[src/rtl/bcd_pkg.sv]
// -----------------------------------------------------------------------------
// bcd_pkg -- shared definitions for the binary-to-BCD converter.
//   state_t     : converter FSM states (IDLE, SHIFT, DONE)
//   bcd_digit_t : one 4-bit BCD digit
//   BCD_MAX     : largest value representable in three BCD digits
//   SHIFT_COUNT : number of double-dabble shifts per conversion
//   BCD_SAT_VAL : output code used for out-of-range values in saturating builds
// -----------------------------------------------------------------------------
package bcd_pkg;

  typedef enum logic [1:0] {
    ST_IDLE  = 2'd0,
    ST_SHIFT = 2'd1,
    ST_DONE  = 2'd2
  } state_t;

  typedef logic [3:0] bcd_digit_t;

  localparam int          BCD_MAX     = 999;
  localparam int          SHIFT_COUNT = 10;
  localparam logic [11:0] BCD_SAT_VAL = 12'h999;

endpackage : bcd_pkg

[src/rtl/ajuste_bcd.sv]
// -----------------------------------------------------------------------------
// ajuste_bcd -- double-dabble digit corrector (combinational).
// A digit of 5 or more gets +3 so that the following left shift carries
// correctly into the next decimal digit.
//   digit_i : BCD digit before correction
//   digit_o : corrected digit
// -----------------------------------------------------------------------------
module ajuste_bcd
  import bcd_pkg::*;
(
  input  bcd_digit_t digit_i,
  output bcd_digit_t digit_o
);

  // add-3 correction
  always_comb begin
    if (digit_i >= 4'd5) begin
      digit_o = digit_i + 4'd3;
    end else begin
      digit_o = digit_i;
    end
  end

endmodule : ajuste_bcd

[src/rtl/codificador_bcd.sv]
// -----------------------------------------------------------------------------
// codificador_bcd -- sequential binary-to-BCD converter (double dabble).
// One shift per clock; a conversion takes 10 SHIFT cycles plus one DONE cycle.
//   clk      : system clock, rising edge
//   reset    : asynchronous, active-high reset
//   start    : conversion request, sampled only in IDLE
//   value_in : unsigned binary value, captured when start is accepted
//   bcd_out  : registered {hundreds, tens, units}
//   busy     : high during SHIFT
//   done     : one-cycle pulse when bcd_out is updated
//   overflow : captured value was >= 1000 (registered with bcd_out)
// Build option: define BCD_SATURATE_EN to force bcd_out to 999 on overflow;
// otherwise the thousands digit is dropped (value mod 1000).
// -----------------------------------------------------------------------------
module codificador_bcd
  import bcd_pkg::*;
#(
  parameter int W = 10
) (
  input  logic         clk,
  input  logic         reset,
  input  logic         start,
  input  logic [W-1:0] value_in,
  output logic [11:0]  bcd_out,
  output logic         busy,
  output logic         done,
  output logic         overflow
);

  localparam int SW = 16 + W;  // {thousands, hundreds, tens, units, binary}

  state_t         state_q;
  logic [3:0]     cnt_q;
  logic [SW-1:0]  sreg_q;
  logic [SW-1:0]  sreg_d;
  logic [11:0]    bcd_q;
  logic           busy_q;
  logic           done_q;
  logic           ovf_q;

  bcd_digit_t     dig_s [4];   // 3 = thousands ... 0 = units
  bcd_digit_t     adj_s [4];
  logic [11:0]    bcd_res_s;
  logic           ovf_res_s;

  // Per-digit correctors, thousands digit included
  for (genvar g = 0; g < 4; g++) begin : g_adj
    assign dig_s[g] = sreg_q[W + 4*g +: 4];
    ajuste_bcd u_ajuste (
      .digit_i (dig_s[g]),
      .digit_o (adj_s[g])
    );
  end

  // Corrected register shifted left by one bit
  always_comb begin
    sreg_d = {adj_s[3], adj_s[2], adj_s[1], adj_s[0], sreg_q[W-1:0]} << 1;
  end

  // Result after the final shift; a non-zero thousands digit means >= 1000
  always_comb begin
    ovf_res_s = (sreg_d[SW-1 -: 4] != 4'd0);
`ifdef BCD_SATURATE_EN
    if (ovf_res_s) begin
      bcd_res_s = BCD_SAT_VAL;
    end else begin
      bcd_res_s = sreg_d[W +: 12];
    end
`else
    bcd_res_s = sreg_d[W +: 12];
`endif
  end

  // FSM with registered outputs
  always_ff @(posedge clk or posedge reset) begin
    if (reset) begin
      state_q <= ST_IDLE;
      cnt_q   <= 4'd0;
      sreg_q  <= '0;
      bcd_q   <= 12'h000;
      busy_q  <= 1'b0;
      done_q  <= 1'b0;
      ovf_q   <= 1'b0;
    end else begin
      case (state_q)
        ST_IDLE: begin
          done_q <= 1'b0;
          if (start) begin
            sreg_q  <= {16'h0000, value_in};
            cnt_q   <= 4'd0;
            busy_q  <= 1'b1;
            state_q <= ST_SHIFT;
          end
        end
        ST_SHIFT: begin
          sreg_q <= sreg_d;
          cnt_q  <= cnt_q + 4'd1;
          if (cnt_q == 4'(SHIFT_COUNT - 1)) begin
            bcd_q   <= bcd_res_s;
            ovf_q   <= ovf_res_s;
            busy_q  <= 1'b0;
            done_q  <= 1'b1;
            state_q <= ST_DONE;
          end
        end
        ST_DONE: begin
          done_q  <= 1'b0;
          state_q <= ST_IDLE;
        end
        default: begin
          busy_q  <= 1'b0;
          done_q  <= 1'b0;
          state_q <= ST_IDLE;
        end
      endcase
    end
  end

  assign bcd_out  = bcd_q;
  assign busy     = busy_q;
  assign done     = done_q;
  assign overflow = ovf_q;

endmodule : codificador_bcd

[config.mk]
export PLATFORM = sky130hd
export DESIGN_NAME = codificador_bcd
export DESIGN_NICKNAME = d
export VERILOG_FILES = /design/src/rtl/bcd_pkg.sv /design/src/rtl/ajuste_bcd.sv /design/src/rtl/codificador_bcd.sv
export SDC_FILE = /design/constraint.sdc
export NUM_CORES = 1
export LEC_CHECK = 0
export BUFFER_PORTS_ARGS = -buffer_cell sky130_fd_sc_hd__clkbuf_2
export CAP_MARGIN = 0
export CORE_ASPECT_RATIO = 1.2
export CORE_MARGIN = 2
export CORE_UTILIZATION = 52
export DETAILED_ROUTE_END_ITERATION = 8
export PLACE_DENSITY = 0.75
export SLEW_MARGIN = 10
export SYNTH_ARGS = -nofsm -noshare
export SYNTH_HDL_FRONTEND = slang
export SYNTH_SLANG_ARGS = --single-unit
[constraint.sdc]
create_clock -name clk -period 1.4 [get_ports clk]
set_input_delay 0.28 -clock clk [delete_from_list [all_inputs] [get_ports clk]]
set_output_delay 0.28 -clock clk [all_outputs]
set_load 0.005 [all_outputs]
==> flow_summary.json <==
{
  "outcome": "finished, violations left",
  "violations": "setup timing",
  "synth_area_sq_um": 2331,
  "globalplace.congestion": 0.7977,
  "antenna_found_initial": 0,
  "critPathSlowestCell": "dfrtp_2",
  "antenna_left": 0,
  "final_area_sq_um": 3142,
  "setup_viol": 8,
  "globalRouteMet3Util": 0.04493,
  "synth_top_area_frac": 0.5046,
  "yosysTopAreaCell": "dfrtp_1",
  "total_power_mw": 7.741,
  "numCtsBuffers": 5,
  "initial_utilization": 0.5428,
  "wl_per_cell_um": 14.59,
  "die_w_um": 65.12,
  "cts_sinks": 47,
  "vias": 1889,
  "setup_slack_ps": -101.6,
  "io_pins": 28,
  "hold_violations": 0,
  "drive_above_1_share": 0.4203,
  "cap_violations": 0,
  "use_met1": 0.2852,
  "crit_arrival_ps": 1710,
  "dieHeight_um": 77.35,
  "nets": 317,
  "grtUsageMet2": 0.3732,
  "max_freq_mhz": 666.0,
  "worstMarginPinSlew_ps": 381.7,
  "first_global_vias": 1968,
  "fin_skew_ps": 10.74,
  "num-fill-cells": 315,
  "synthArstFlopShare": 1.000,
  "drtIter0Drc": 115,
  "grt-ovfl-total": 0,
  "coreArea_sq_um": 4294,
  "track_usage": 0.2249,
  "synth_ff_type": "dfrtp_1",
  "ir_drop_v": 0.001137,
  "start_kind": "flip-flop",
  "rsz0062_at_grt": "true",
  "synth_top_cells_by_area": "dfrtp_1 50%, o21ai_1 7.5%, nand2_1 5.8%, ha_1 5.4%, nor3b_1 4.5%",
  "period_share": 1.073,
  "ys_ff_latch": 47,
  "placement.io_buffers": 27,
  "synth.avg_cell_area_sq_um": 9.919,
  "yosysUniqueCellTypes": 32,
  "busiest_layer": "met2",
  "root_buffer": "clkbuf_8",
  "clk_path_buf_depth": 2,
  "endpoint_kind": "flip-flop",
  "synthesis.nets": 258,
  "synthAdderAreaFrac": 0.05368,
  "path_cells": "inv_2 -> ha_4 -> nand2b_4 -> a21oi_4 -> mux2_4 -> a32oi_1",
  "syn2layout_area_growth_pct": 34.78,
  "hold_class": "primary input to flip-flop",
  "synth_top_family_by_area": "compound AO/OA/AOI/OAI gates",
  "drt_pass1_iterations": 4,
  "die_area_sq_um": 5037,
  "power_leakage_nw": 1.443,
  "clk_pin_slew_ps": 90,
  "drc": 0,
  "grt_pass1_wl_mm": 8.804,
  "grt_max_degree": 33,
  "cts_tree": "yes",
  "cpPeakStageDelay_ps": 450,
  "finalMaxSlewViolations": 0,
  "antenna_cells": 0,
  "critPathRequiredTime_ps": 1610,
  "synth-simple-area-share": 0.1589,
  "syn_inst": 235,
  "synth_compound_area_frac": 0.1830,
  "dp_hpwl_mm": 3.240,
  "seq_area_frac_synth": 0.5046,
  "row_count": 26,
  "wl_mm": 5.122,
  "finalCriticalPeriod_ps": 1502,
  "p_per_area_nw_per_um2": 2464,
  "fin_cells": 351,
  "setup.worst_path.class": "flip-flop to flip-flop",
  "dp_cells": 336,
  "synth-xor-area-share": 0.01503,
  "cp_max_fo": 3,
  "synth_warnings": 0,
  "synth_edf_count": 0,
  "viasPerCell": 5.382,
  "max-slew-margin-rel": 0.7455,
  "synth.area.mux_share": 0.03865,
  "clk_latency_ps": 300,
  "place_area_sq_um": 2781,
  "h-tree-depth": 2
}
## flip-flops by register name, indices dropped and copies added (netlist names)
| name | cells |
|---|---|
| busy | 1 |
| done | 1 |
| sreg_q | 26 |
| bcd_out | 12 |
| overflow | 1 |
| state_q | 2 |
| cnt_q | 4 |
## per-stage QoR
step             util  hold slack, ps  setup slack [ps]  TNS (ps)
2_1_floorplan       -           445.3            -31.19    -54.89
3_3_place_gp   0.6477           257.8            -27.39    -61.33
3_5_place_dp   0.6477           258.5            -120.5    -583.3
4_1_cts        0.7028           277.6            -78.26    -298.1
5_1_grt        0.7316           297.1            -145.4     -1086
6_report       0.7316           285.8            -101.6    -392.0
## cell usage after synthesis (3+ instances only)
library cell	n
nor3b_1	14
nor2_1	3
o21ai_1	35
buf_2	5
nor3_1	4
a22o_1	7
nand3_1	3
a21oi_1	17
mux2_2	6
a21oi_2	3
nand2b_1	7
inv_1	12
nand2_1	36
xnor2_1	4
dfrtp_1	47
ha_1	10
## timing repair
action / in CTS / in global routing
endpoints found under the hold margin: 15 / 0
setup endpoints to repair: 14 / 25
hold buffers: 1 / 0
setup buffers: 2 / 4
pin swaps: 7 / 11
gates resized for setup: 24 / 20
## final cells by class
type | instances | area, sq um | share of cell area
clock buffers | 7 | 86.33 | 0.02748
clock inverters | 1 | 8.758 | 0.002788
repair buffers | 63 | 440.4 | 0.1402
well taps | 56 | 70.07 | 0.02230
multi-input cells | 163 | 1303 | 0.4146
flip-flops and latches | 47 | 1179 | 0.3751
inverters | 14 | 55.05 | 0.01752
## power breakdown
part | internal, mW | total (mW) | switching [mW]
combinational | 2.30 | 4.39 | 2.08
sequential | 1.97 | 2.50 | 0.529
clock | 0.405 | 0.860 | 0.455
## routing by layer
metal  vias up  wire, um
li1        932         -
met1       913      2252
met2        33      2634
met3        11       134
met4         0        99
met5         -         0
## cells in the final DEF (no fill, tap or decap), types with 2 or more instances in the layout
cell / synthesis / layout
buf_12: 0 / 2
clkbuf_2: 0 / 27
inv_1: 12 / 5
dfrtp_2: 0 / 2
buf_4: 2 / 31
inv_2: 2 / 8
nor2_1: 3 / 3
o21ai_2: 1 / 9
nor3b_1: 14 / 14
mux2_2: 6 / 3
xnor2_2: 0 / 2
nor3_1: 4 / 3
dfrtp_1: 47 / 45
nand2b_1: 7 / 3
buf_6: 0 / 2
clkbuf_8: 0 / 6
nand2_1: 36 / 36
mux2_4: 0 / 5
a21oi_4: 0 / 4
ha_4: 0 / 6
a22o_1: 7 / 7
o21ai_1: 35 / 27
ha_2: 0 / 3
a21oi_1: 17 / 15
nand2b_4: 0 / 4
nand3_1: 3 / 3
## path summary, 6_finish.rpt
kind,startpoint,end,slack [ps],depth (start not counted)
hold / removal,start,busy$_DFFE_PP0P_,290,3
setup / recovery,sreg_q[22]$_DFFE_PP0P_,overflow$_DFFE_PP0P_,-100,6
min in group asynchronous,reset,cnt_q[0]$_DFFE_PP0P_,490,3
max in group asynchronous,reset,sreg_q[18]$_DFFE_PP0P_,400,4
setup reg to reg,sreg_q[22]$_DFFE_PP0P_,overflow$_DFFE_PP0P_,-100,6
hold reg to reg,bcd_out[7]$_DFFE_PP0P_,bcd_out[7]$_DFFE_PP0P_,490,2
## kinds of logic after synthesis
kind of cell               count (synthesis)
buffers and inverters                     25
and+or+nand+nor                           71
AOI/OAI and AO/OA                         70
adders and majority gates                 10
xor gates and xnor gates                   4
DFF                                       47
muxes                                      8
## worst max-delay path, delay by kind of cell, from the launching register on
family / cells / cell delay (ps)
AOI/OAI and AO/OA: 2 / 320
adders and majority gates: 1 / 160
DFF: 1 / 450
muxes: 1 / 330
and+or+nand+nor: 1 / 60
buffers and inverters: 1 / 90
Note: power is estimated with default switching activity, not from simulation.
